==> src/rtl/umi_pkg.sv <==
// Shared UMI constants and the packet record stored by the request buffer.
package umi_pkg;

    localparam int DEFAULT_DW    = 256;
    localparam int DEFAULT_AW    = 64;
    localparam int DEFAULT_CW    = 32;
    localparam int DEFAULT_DEPTH = 4;

    typedef struct packed {
        logic [DEFAULT_CW-1:0] cmd;
        logic [DEFAULT_AW-1:0] dstaddr;
        logic [DEFAULT_AW-1:0] srcaddr;
        logic [DEFAULT_DW-1:0] data;
    } umi_pkt_t;

endpackage

==> src/rtl/umi_req_buffer_if.sv <==
// Upstream request and downstream memory handshakes of the UMI request buffer.
interface umi_req_buffer_if
    import umi_pkg::*;
#(
    parameter int DW = DEFAULT_DW,
    parameter int AW = DEFAULT_AW,
    parameter int CW = DEFAULT_CW
) ();

    logic          in_valid;
    logic          in_ready;
    logic [CW-1:0] in_cmd;
    logic [AW-1:0] in_dstaddr;
    logic [AW-1:0] in_srcaddr;
    logic [DW-1:0] in_data;

    logic          out_valid;
    logic          out_ready;
    logic [CW-1:0] out_cmd;
    logic [AW-1:0] out_dstaddr;
    logic [AW-1:0] out_srcaddr;
    logic [DW-1:0] out_data;

    modport slave (
        input  in_valid, in_cmd, in_dstaddr, in_srcaddr, in_data, out_ready,
        output in_ready, out_valid, out_cmd, out_dstaddr, out_srcaddr, out_data
    );

    modport master (
        output in_valid, in_cmd, in_dstaddr, in_srcaddr, in_data, out_ready,
        input  in_ready, out_valid, out_cmd, out_dstaddr, out_srcaddr, out_data
    );

endinterface

==> src/rtl/umi_fifo_mem.sv <==
// Packet storage: synchronous write, asynchronous read, synchronous clear of every entry.
module umi_fifo_mem
    import umi_pkg::*;
#(
    parameter type T     = umi_pkt_t,
    parameter int  DEPTH = DEFAULT_DEPTH
) (
    input  logic                     clk,
    input  logic                     clr_i,
    input  logic                     we_i,
    input  logic [$clog2(DEPTH)-1:0] waddr_i,
    input  T                         wdata_i,
    input  logic [$clog2(DEPTH)-1:0] raddr_i,
    output T                         rdata_o
);

    T mem_q [DEPTH];

    // Clear has priority so a write attempted during reset never lands.
    always_ff @(posedge clk) begin
        if (clr_i) begin
            for (int i = 0; i < DEPTH; i++) begin
                mem_q[i] <= '0;
            end
        end else if (we_i) begin
            mem_q[waddr_i] <= wdata_i;
        end
    end

    assign rdata_o = mem_q[raddr_i];

endmodule

==> src/rtl/umi_req_buffer.sv <==
// In-order request buffer between a UMI receive endpoint and a memory device.
module umi_req_buffer
    import umi_pkg::*;
#(
    parameter int DW    = DEFAULT_DW,
    parameter int AW    = DEFAULT_AW,
    parameter int CW    = DEFAULT_CW,
    parameter int DEPTH = DEFAULT_DEPTH
) (
    input  logic                   clk,
    input  logic                   rst,
    umi_req_buffer_if.slave        bus,
    output logic [$clog2(DEPTH):0] count
);

    localparam int PW   = $clog2(DEPTH);
    localparam int CNTW = PW + 1;
    localparam logic [PW-1:0]   PTR_ONE  = PW'(1);
    localparam logic [CNTW-1:0] CNT_ONE  = CNTW'(1);
    localparam logic [CNTW-1:0] CNT_FULL = CNTW'(DEPTH);

    typedef struct packed {
        logic [CW-1:0] cmd;
        logic [AW-1:0] dstaddr;
        logic [AW-1:0] srcaddr;
        logic [DW-1:0] data;
    } pkt_t;

    logic [PW-1:0]   wr_ptr_q, wr_ptr_d;
    logic [PW-1:0]   rd_ptr_q, rd_ptr_d;
    logic [CNTW-1:0] count_q, count_d;
    logic            push_s, pop_s;
    pkt_t            wr_pkt_s, rd_pkt_s;

    // Ready depends only on registered fill level and reset, never on out_ready.
    assign bus.in_ready  = (count_q < CNT_FULL) && !rst;
    assign bus.out_valid = (count_q != '0);
    assign push_s        = bus.in_valid && bus.in_ready;
    assign pop_s         = bus.out_valid && bus.out_ready;

    assign wr_pkt_s.cmd     = bus.in_cmd;
    assign wr_pkt_s.dstaddr = bus.in_dstaddr;
    assign wr_pkt_s.srcaddr = bus.in_srcaddr;
    assign wr_pkt_s.data    = bus.in_data;

    assign bus.out_cmd     = rd_pkt_s.cmd;
    assign bus.out_dstaddr = rd_pkt_s.dstaddr;
    assign bus.out_srcaddr = rd_pkt_s.srcaddr;
    assign bus.out_data    = rd_pkt_s.data;
    assign count           = count_q;

    umi_fifo_mem #(
        .T     (pkt_t),
        .DEPTH (DEPTH)
    ) u_mem (
        .clk     (clk),
        .clr_i   (rst),
        .we_i    (push_s),
        .waddr_i (wr_ptr_q),
        .wdata_i (wr_pkt_s),
        .raddr_i (rd_ptr_q),
        .rdata_o (rd_pkt_s)
    );

    // Pointer and fill-level registers; reset overrides any concurrent push or pop.
    always_ff @(posedge clk) begin
        if (rst) begin
            wr_ptr_q <= '0;
            rd_ptr_q <= '0;
            count_q  <= '0;
        end else begin
            wr_ptr_q <= wr_ptr_d;
            rd_ptr_q <= rd_ptr_d;
            count_q  <= count_d;
        end
    end

    // Next-state: pointers wrap naturally because DEPTH is a power of two.
    always_comb begin
        wr_ptr_d = wr_ptr_q;
        rd_ptr_d = rd_ptr_q;
        count_d  = count_q;
        if (push_s) begin
            wr_ptr_d = wr_ptr_q + PTR_ONE;
        end else begin
            wr_ptr_d = wr_ptr_q;
        end
        if (pop_s) begin
            rd_ptr_d = rd_ptr_q + PTR_ONE;
        end else begin
            rd_ptr_d = rd_ptr_q;
        end
        case ({push_s, pop_s})
            2'b10:   count_d = count_q + CNT_ONE;
            2'b01:   count_d = count_q - CNT_ONE;
            default: count_d = count_q;
        endcase
    end

endmodule
==> src/flat_wrapper.sv <==
// flat-port wrapper written by rule: the top's interface ports become plain ports
module umi_req_buffer_flat import umi_pkg::*;
#(
    parameter int DW    = DEFAULT_DW,
    parameter int AW    = DEFAULT_AW,
    parameter int CW    = DEFAULT_CW,
    parameter int DEPTH = DEFAULT_DEPTH
)
  (clk, rst, count, bus_in_valid, bus_in_cmd, bus_in_dstaddr, bus_in_srcaddr, bus_in_data, bus_out_ready, bus_in_ready, bus_out_valid, bus_out_cmd, bus_out_dstaddr, bus_out_srcaddr, bus_out_data);
  umi_req_buffer_if #(.DW(DW), .AW(AW), .CW(CW)) bus_i ();
  input  logic clk;
  input  logic rst;
  output logic [$clog2(DEPTH):0] count;
  input wire logic [$bits(bus_i.in_valid)-1:0] bus_in_valid;
  input wire logic [$bits(bus_i.in_cmd)-1:0] bus_in_cmd;
  input wire logic [$bits(bus_i.in_dstaddr)-1:0] bus_in_dstaddr;
  input wire logic [$bits(bus_i.in_srcaddr)-1:0] bus_in_srcaddr;
  input wire logic [$bits(bus_i.in_data)-1:0] bus_in_data;
  input wire logic [$bits(bus_i.out_ready)-1:0] bus_out_ready;
  output wire logic [$bits(bus_i.in_ready)-1:0] bus_in_ready;
  output wire logic [$bits(bus_i.out_valid)-1:0] bus_out_valid;
  output wire logic [$bits(bus_i.out_cmd)-1:0] bus_out_cmd;
  output wire logic [$bits(bus_i.out_dstaddr)-1:0] bus_out_dstaddr;
  output wire logic [$bits(bus_i.out_srcaddr)-1:0] bus_out_srcaddr;
  output wire logic [$bits(bus_i.out_data)-1:0] bus_out_data;
  assign bus_i.in_valid = bus_in_valid;
  assign bus_i.in_cmd = bus_in_cmd;
  assign bus_i.in_dstaddr = bus_in_dstaddr;
  assign bus_i.in_srcaddr = bus_in_srcaddr;
  assign bus_i.in_data = bus_in_data;
  assign bus_i.out_ready = bus_out_ready;
  assign bus_in_ready = bus_i.in_ready;
  assign bus_out_valid = bus_i.out_valid;
  assign bus_out_cmd = bus_i.out_cmd;
  assign bus_out_dstaddr = bus_i.out_dstaddr;
  assign bus_out_srcaddr = bus_i.out_srcaddr;
  assign bus_out_data = bus_i.out_data;
  umi_req_buffer #(.DW(DW), .AW(AW), .CW(CW), .DEPTH(DEPTH)) u_core (.clk(clk), .rst(rst), .bus(bus_i), .count(count));
endmodule
==> config.mk <==
export PLATFORM = sky130hd
export DESIGN_NAME = umi_req_buffer_flat
export DESIGN_NICKNAME = d
export VERILOG_FILES = /design/src/rtl/umi_pkg.sv /design/src/rtl/umi_req_buffer_if.sv /design/src/rtl/umi_fifo_mem.sv /design/src/rtl/umi_req_buffer.sv /design/src/flat_wrapper.sv
export SDC_FILE = /design/constraint.sdc
export NUM_CORES = 2
export LEC_CHECK = 0
export CAP_MARGIN = 20
export CORE_MARGIN = 1.5
export CORE_UTILIZATION = 56
export CTS_CLUSTER_SIZE = 40
export DETAILED_ROUTE_END_ITERATION = 10
export PLACE_DENSITY = 0.8
export SETUP_SLACK_MARGIN = 0.1
export SYNTH_ARGS = -nofsm -noshare
export SYNTH_HDL_FRONTEND = slang
export SYNTH_SLANG_ARGS = --single-unit
export TNS_END_PERCENT = 5
==> constraint.sdc <==
create_clock -name clk -period 10.95 [get_ports clk]
set_input_delay 2.19 -clock clk [delete_from_list [all_inputs] [get_ports clk]]
set_output_delay 2.19 -clock clk [all_outputs]
set_load 0.01 [all_outputs]
# Word level (Yosys, flattened, before mapping)
# Memories as Yosys holds them, arrays and structs flattened. A register that Yosys moved wholly into a read port is not among the register bits.
# Cells that the tools add are included.
[op_classes]
add_sub_neg = 4
n_eq_ne = 2
multipliers = 0
n_reduce_logical = 7
n_shift = 0
n_lt_le_gt_ge = 1
div_mod_pow = 0
bitwise_logic = 0
muxes = 11
[op_table]
columns = ["operator", "n"]
rows = [
  ["416-bit two-way mux", 1],
  ["416-bit OR reduction", 1],
  ["1-bit two-way mux", 6],
  ["2-bit two-way mux", 3],
  ["3-bit one-hot mux with 2 select lines", 1],
  ["2-bit by 1-bit adder with 2-bit output (second input constant)", 2],
  ["3-bit by 1-bit adder with 3-bit output (second input constant)", 1],
  ["1-bit logical AND", 3],
  ["3-bit less-than comparator (second input constant)", 1],
  ["3-bit nonzero test", 1],
  ["3-bit by 1-bit subtractor with 3-bit output (second input constant)", 1],
  ["2-bit by 1-bit equality test with 1-bit output (second input constant)", 1],
  ["2-bit equality test (second input constant)", 1],
  ["2-bit nonzero test", 1],
  ["1-bit logical NOT", 1],
]
[totals]
ramBits = 1664
out_inout_bits = 421
n_memories = 1
inputBits = 420
wordCells = 29
rom_bits = 0
regBits = 7
latch_bits = 0
[mem_list]
columns = ["name", "words", "width", "read_ports", "rd_ports_with_merged_regs", "write_ports", "line_no", "rtl"]
rows = [
  ["u_core.u_mem.mem_q", 4, 416, 1, 1, 4, "umi_fifo_mem.sv:17", "T mem_q [DEPTH];"],
]

# Logic depth before layout (Yosys ltp)
[depth]
depth_word = 8
mapped_depth = 9

# Cells and area by module
# From an unflattened synthesis, not the netlist that was laid out.
[unflattened]
hier_cells = 4068
area_unflattened_um2 = 71662.5
[modules_own_cells]
columns = ["module", "cells_each", "instances", "area_per_inst_um2"]
rows = [
  ["umi_fifo_mem", 4030, 1, 71315.9],
  ["umi_req_buffer", 38, 1, 346.6],
]

# Worst setup path after synthesis
# No wires, ideal clock.
[synth_path]
path_type = "input-to-reg"
startpoint = "in rst"
endpoint = "mem u_core.u_mem.mem_q[3][0] (netlist bit), enable pin"
path_buffers = 1
setup_ns = 0.634
cell_stages = 3
arrival_ns = 8.140
path_slack_ns = 2.176
path_cell_list = "nor3b_4 > clkbuf_1 > a31o_2"
[synth_rtl]
columns = ["item", "line_no", "rtl"]
rows = [
  ["from (decl)", "flat_wrapper.sv:12", "input logic rst;"],
  ["to (decl)", "umi_fifo_mem.sv:17", ""],
]

==> impl_metrics.json <==
{
  "global_route.usage.met1_pct": 32.3,
  "switching_share_pct": 26.2,
  "fin_nets": 5271,
  "setup.worst_path.start_class": "flop",
  "worstPathCellList": "buf_4 > buf_4 > mux4_2 > clkdlybuf4s50_1",
  "io_pins": 841,
  "grtUsageTotal_pct": 26.2,
  "synthesis.instances": 4069,
  "timing.clock.skew_ns": 0.0389,
  "critical_path_peak_fanout": 57,
  "detail_route.wl_per_cell_microns": 25.5,
  "cp_common_cell": "sky130_fd_sc_hd__buf_4",
  "critical_path.slowest_cell": "sky130_fd_sc_hd__buf_4",
  "worst-r2r-cell-count": 7,
  "worst_setup_path_class": "flop to primary output",
  "route.detailed.vias_per_inst": 5.67,
  "maximum_achievable_frequency_mhz": 153,
  "clkSinkCount": 1673,
  "worstMarginPinSlew_ns": 1.24,
  "synthesis.yosys.warnings": 0,
  "max_cap_viol_count": 0,
  "chipHeight_microns": 360,
  "grtUsageMet2_pct": 42.8,
  "most_congested_layer_reported_by_global_routing": "met2",
  "r2r-end": "u_core.u_mem.mem_q[1][332]",
  "worstHoldPathType": "flop to flop",
  "drtAntennaViolNets": 0,
  "rsz0062_at_grt": "no",
  "internal_cell_power_w": 0.0130,
  "status": "completed",
  "areaGrowthSynthToFinish_pct": 21.3,
  "placed_area_sq_um": 81300,
  "first_pass_grt_wire_length_microns": 250000,
  "synthesis.area_per_instance_sq_um": 17.5,
  "timing.final.setup_violations": 0,
  "critical_path_depth": 4,
  "final_period_minus_worst_setup_slack_ns": 6.54,
  "finalHoldViolations": 0,
  "clock_tree.htree_level_count": 4,
  "clk_pin_slew_worst_paths_ns": 0.06,
  "power.switching_w": 0.00461,
  "die-area_sq_um": 130000,
  "cts-hold-fix-buffers": 0,
  "yosys.area.top_type_share_pct": 70.0,
  "post-cts-setup-buffers": 0,
  "synthDistinctLibCells": 26,
  "largest_cells_by_area_after_synthesis": "sky130_fd_sc_hd__edfxtp_1 70%, sky130_fd_sc_hd__and2_1 15%, sky130_fd_sc_hd__mux4_2 13%",
  "clkPwrFrac_pct": 31.0,
  "insertion_delay_ns": 0.81,
  "cts_inserted_buffers": 168,
  "drt-total-wl_microns": 170000,
  "cpPeakStageDelay_ns": 0.84,
  "worst-r2r-setup-slack_ns": 6.03,
  "syn_nets": 4491,
  "fillCellCount": 8012,
  "floorplan.die.width_microns": 360,
  "yosysSeqAreaShare_pct": 70.3,
  "drive_gt1_share_pct": 14.1,
  "cp_num_buf_inv": 3,
  "gp_routability_congestion": 0.799,
  "cellPowerDensity_nw_per_um2": 203,
  "synth_seq_cells": 1673,
  "number_of_buffer_cells_added_on_primary_ports": 840,
  "clk_path_buf_depth": 3,
  "static-leakage-power_nw": 30.6,
  "comb_power_share_pct": 24.6,
  "worstPathRequired_ns": 8.76,
  "drt-pass1-iter-count": 6,
  "slew_viol_final": 0,
  "grt_antenna_before_repair": 55,
  "tritoncts_clock_tree": "built",
  "cts_resized": 0,
  "post-synth-top-area-cell": "sky130_fd_sc_hd__edfxtp_1",
  "timing.max_slew.rel_slack_pct": 17.6,
  "timing.critical_path.to": "bus_out_data[248]",
  "timing.rr.start": "u_core.count[2]",
  "globalRouteMet3Util_pct": 7.09,
  "arrival_ns": 4.35,
  "grt_start_max_net_pins": 189,
  "hpwl_microns": 98400,
  "violation_count_after_the_first_detailed_routing_iteration": 3690,
  "detailroute.via_count": 37800,
  "pwr-share-seq_pct": 44.4,
  "critPathTopFamily": "buffers and inverters",
  "commonest_non_fill_non_tap_cells_in_the_layout": "1,664 x sky130_fd_sc_hd__and2_1, 1,664 x sky130_fd_sc_hd__edfxtp_1, 840 x sky130_fd_sc_hd__clkdlybuf4s50_1",
  "totalNegativeSetupSlack_ns": 0,
  "grt_pass1_vias": 39000,
  "ir_drop_mv": 0.182,
  "placeableCoreArea_sq_um": 126000,
  "netlist_area_pre_place_sq_um": 71300,
  "final.period_utilization_pct": 59.7,
  "post-route-cell-area_sq_um": 86600,
  "initial_utilization_pct": 56.6,
  "timing.critical_path.to_type": "primary output",
  "global_route_overflow": 0,
  "placement_rows": 130,
  "clockRootBuffer": "sky130_fd_sc_hd__clkbuf_16",
  "drt_drc_violations_left": 0
}
metrics by stage:
stage | utilization [%] | power [W] | worst slack, ns | hold WS (ns) | cells
floorplan | - | 0.0103 | 2.18 | 0.485 | 4069
global placement | 64.5 | 0.0123 | 3.63 | 0.509 | 6329
detailed placement | 64.5 | 0.0123 | 3.60 | 0.524 | 6329
CTS | 68.6 | 0.0178 | 4.35 | 0.534 | 6625
global route | 68.7 | 0.0182 | 4.26 | 0.576 | 6665
finish | 68.7 | 0.0176 | 4.41 | 0.531 | 6670
registers in the layout, indices dropped and copies added (netlist names), named ones only:
name and flops:
u_core.rd_ptr_q 2, u_core.wr_ptr_q 2, u_core.count 3, u_core.u_mem.mem_q 1664
tightest hold or removal path, cell delays in order, from the launching register on:
cell                      delay (ns)
sky130_fd_sc_hd__dfxtp_1        0.34
sky130_fd_sc_hd__xor2_1         0.08
sky130_fd_sc_hd__nor2_1         0.11
synthesized netlist by cell type, drive strengths merged:
cell type	n
nor3b	3
edfxtp	1664
xnor2	2
ha	1
inv	4
nor2	8
xor2	3
or3	2
clkbuf	184
o21ai	1
and2	1664
fa	1
a21oi	3
dfxtp	9
o31a	1
a31o	1
nor4	1
mux4	416
or2	4
buf	94
o311ai	1
nand2b	2
power by group through the flow:
stage               Sequential, W  Combinational (W)  Clock [W]
finish                    0.00781            0.00434    0.00546
global route              0.00786            0.00457    0.00576
CTS                       0.00781            0.00441    0.00554
detailed placement        0.00794            0.00438          0
global placement          0.00791            0.00437          0
floorplan                 0.00793            0.00233          0
worst min-delay path by stage:
stage / start / endpoint / depth (start not counted)
after floorplan: u_core.rd_ptr_q[1] / flop / 2
after global placement: u_core.rd_ptr_q[1] / flop / 2
after detailed placement: u_core.rd_ptr_q[0] / u_core.rd_ptr_q[0] / 2
after CTS: u_core.rd_ptr_q[1] / flop / 2
after global routing: u_core.rd_ptr_q[1] / flop / 2
final: u_core.rd_ptr_q[1] / flop / 2
area by class of cell:
| class | count | area (sq um) | share of cell area (%) |
|---|---|---|---|
| flip-flops and latches | 1673 | 50200 | 57.9 |
| multi-input cells | 2114 | 20100 | 23.2 |
| repair buffers | 888 | 8960 | 10.3 |
| clock buffers | 201 | 4390 | 5.07 |
| well taps | 1650 | 2060 | 2.39 |
| clock inverters | 95 | 798 | 0.922 |
| diodes | 45 | 113 | 0.130 |
| inverters | 4 | 15.0 | 0.0173 |
metal layers:
metal | vias up | share of wire (%)
li1 | 16700 | -
met1 | 19200 | 37
met2 | 1535 | 51
met3 | 324 | 8.1
met4 | 28 | 4.4
met5 | - | 0.12
logic make-up (layout without fill, tap and decap cells):
kind of cell / count (synthesis) / after routing / synth area share, %
adder cells (fa/ha/maj): 2 / 2 / 0.0456
other: 0 / 45 / 0
buffers and inverters: 282 / 1188 / 1.63
flip-flops: 1673 / 1673 / 70.3
multiplexers: 416 / 416 / 13.1
AO/OA/AOI/OAI: 7 / 7 / 0.0649
AND/OR/NAND/NOR: 1684 / 1684 / 14.8
XOR/XNOR: 5 / 5 / 0.0614
No activity file was read; power rests on OpenSTA's default activity.
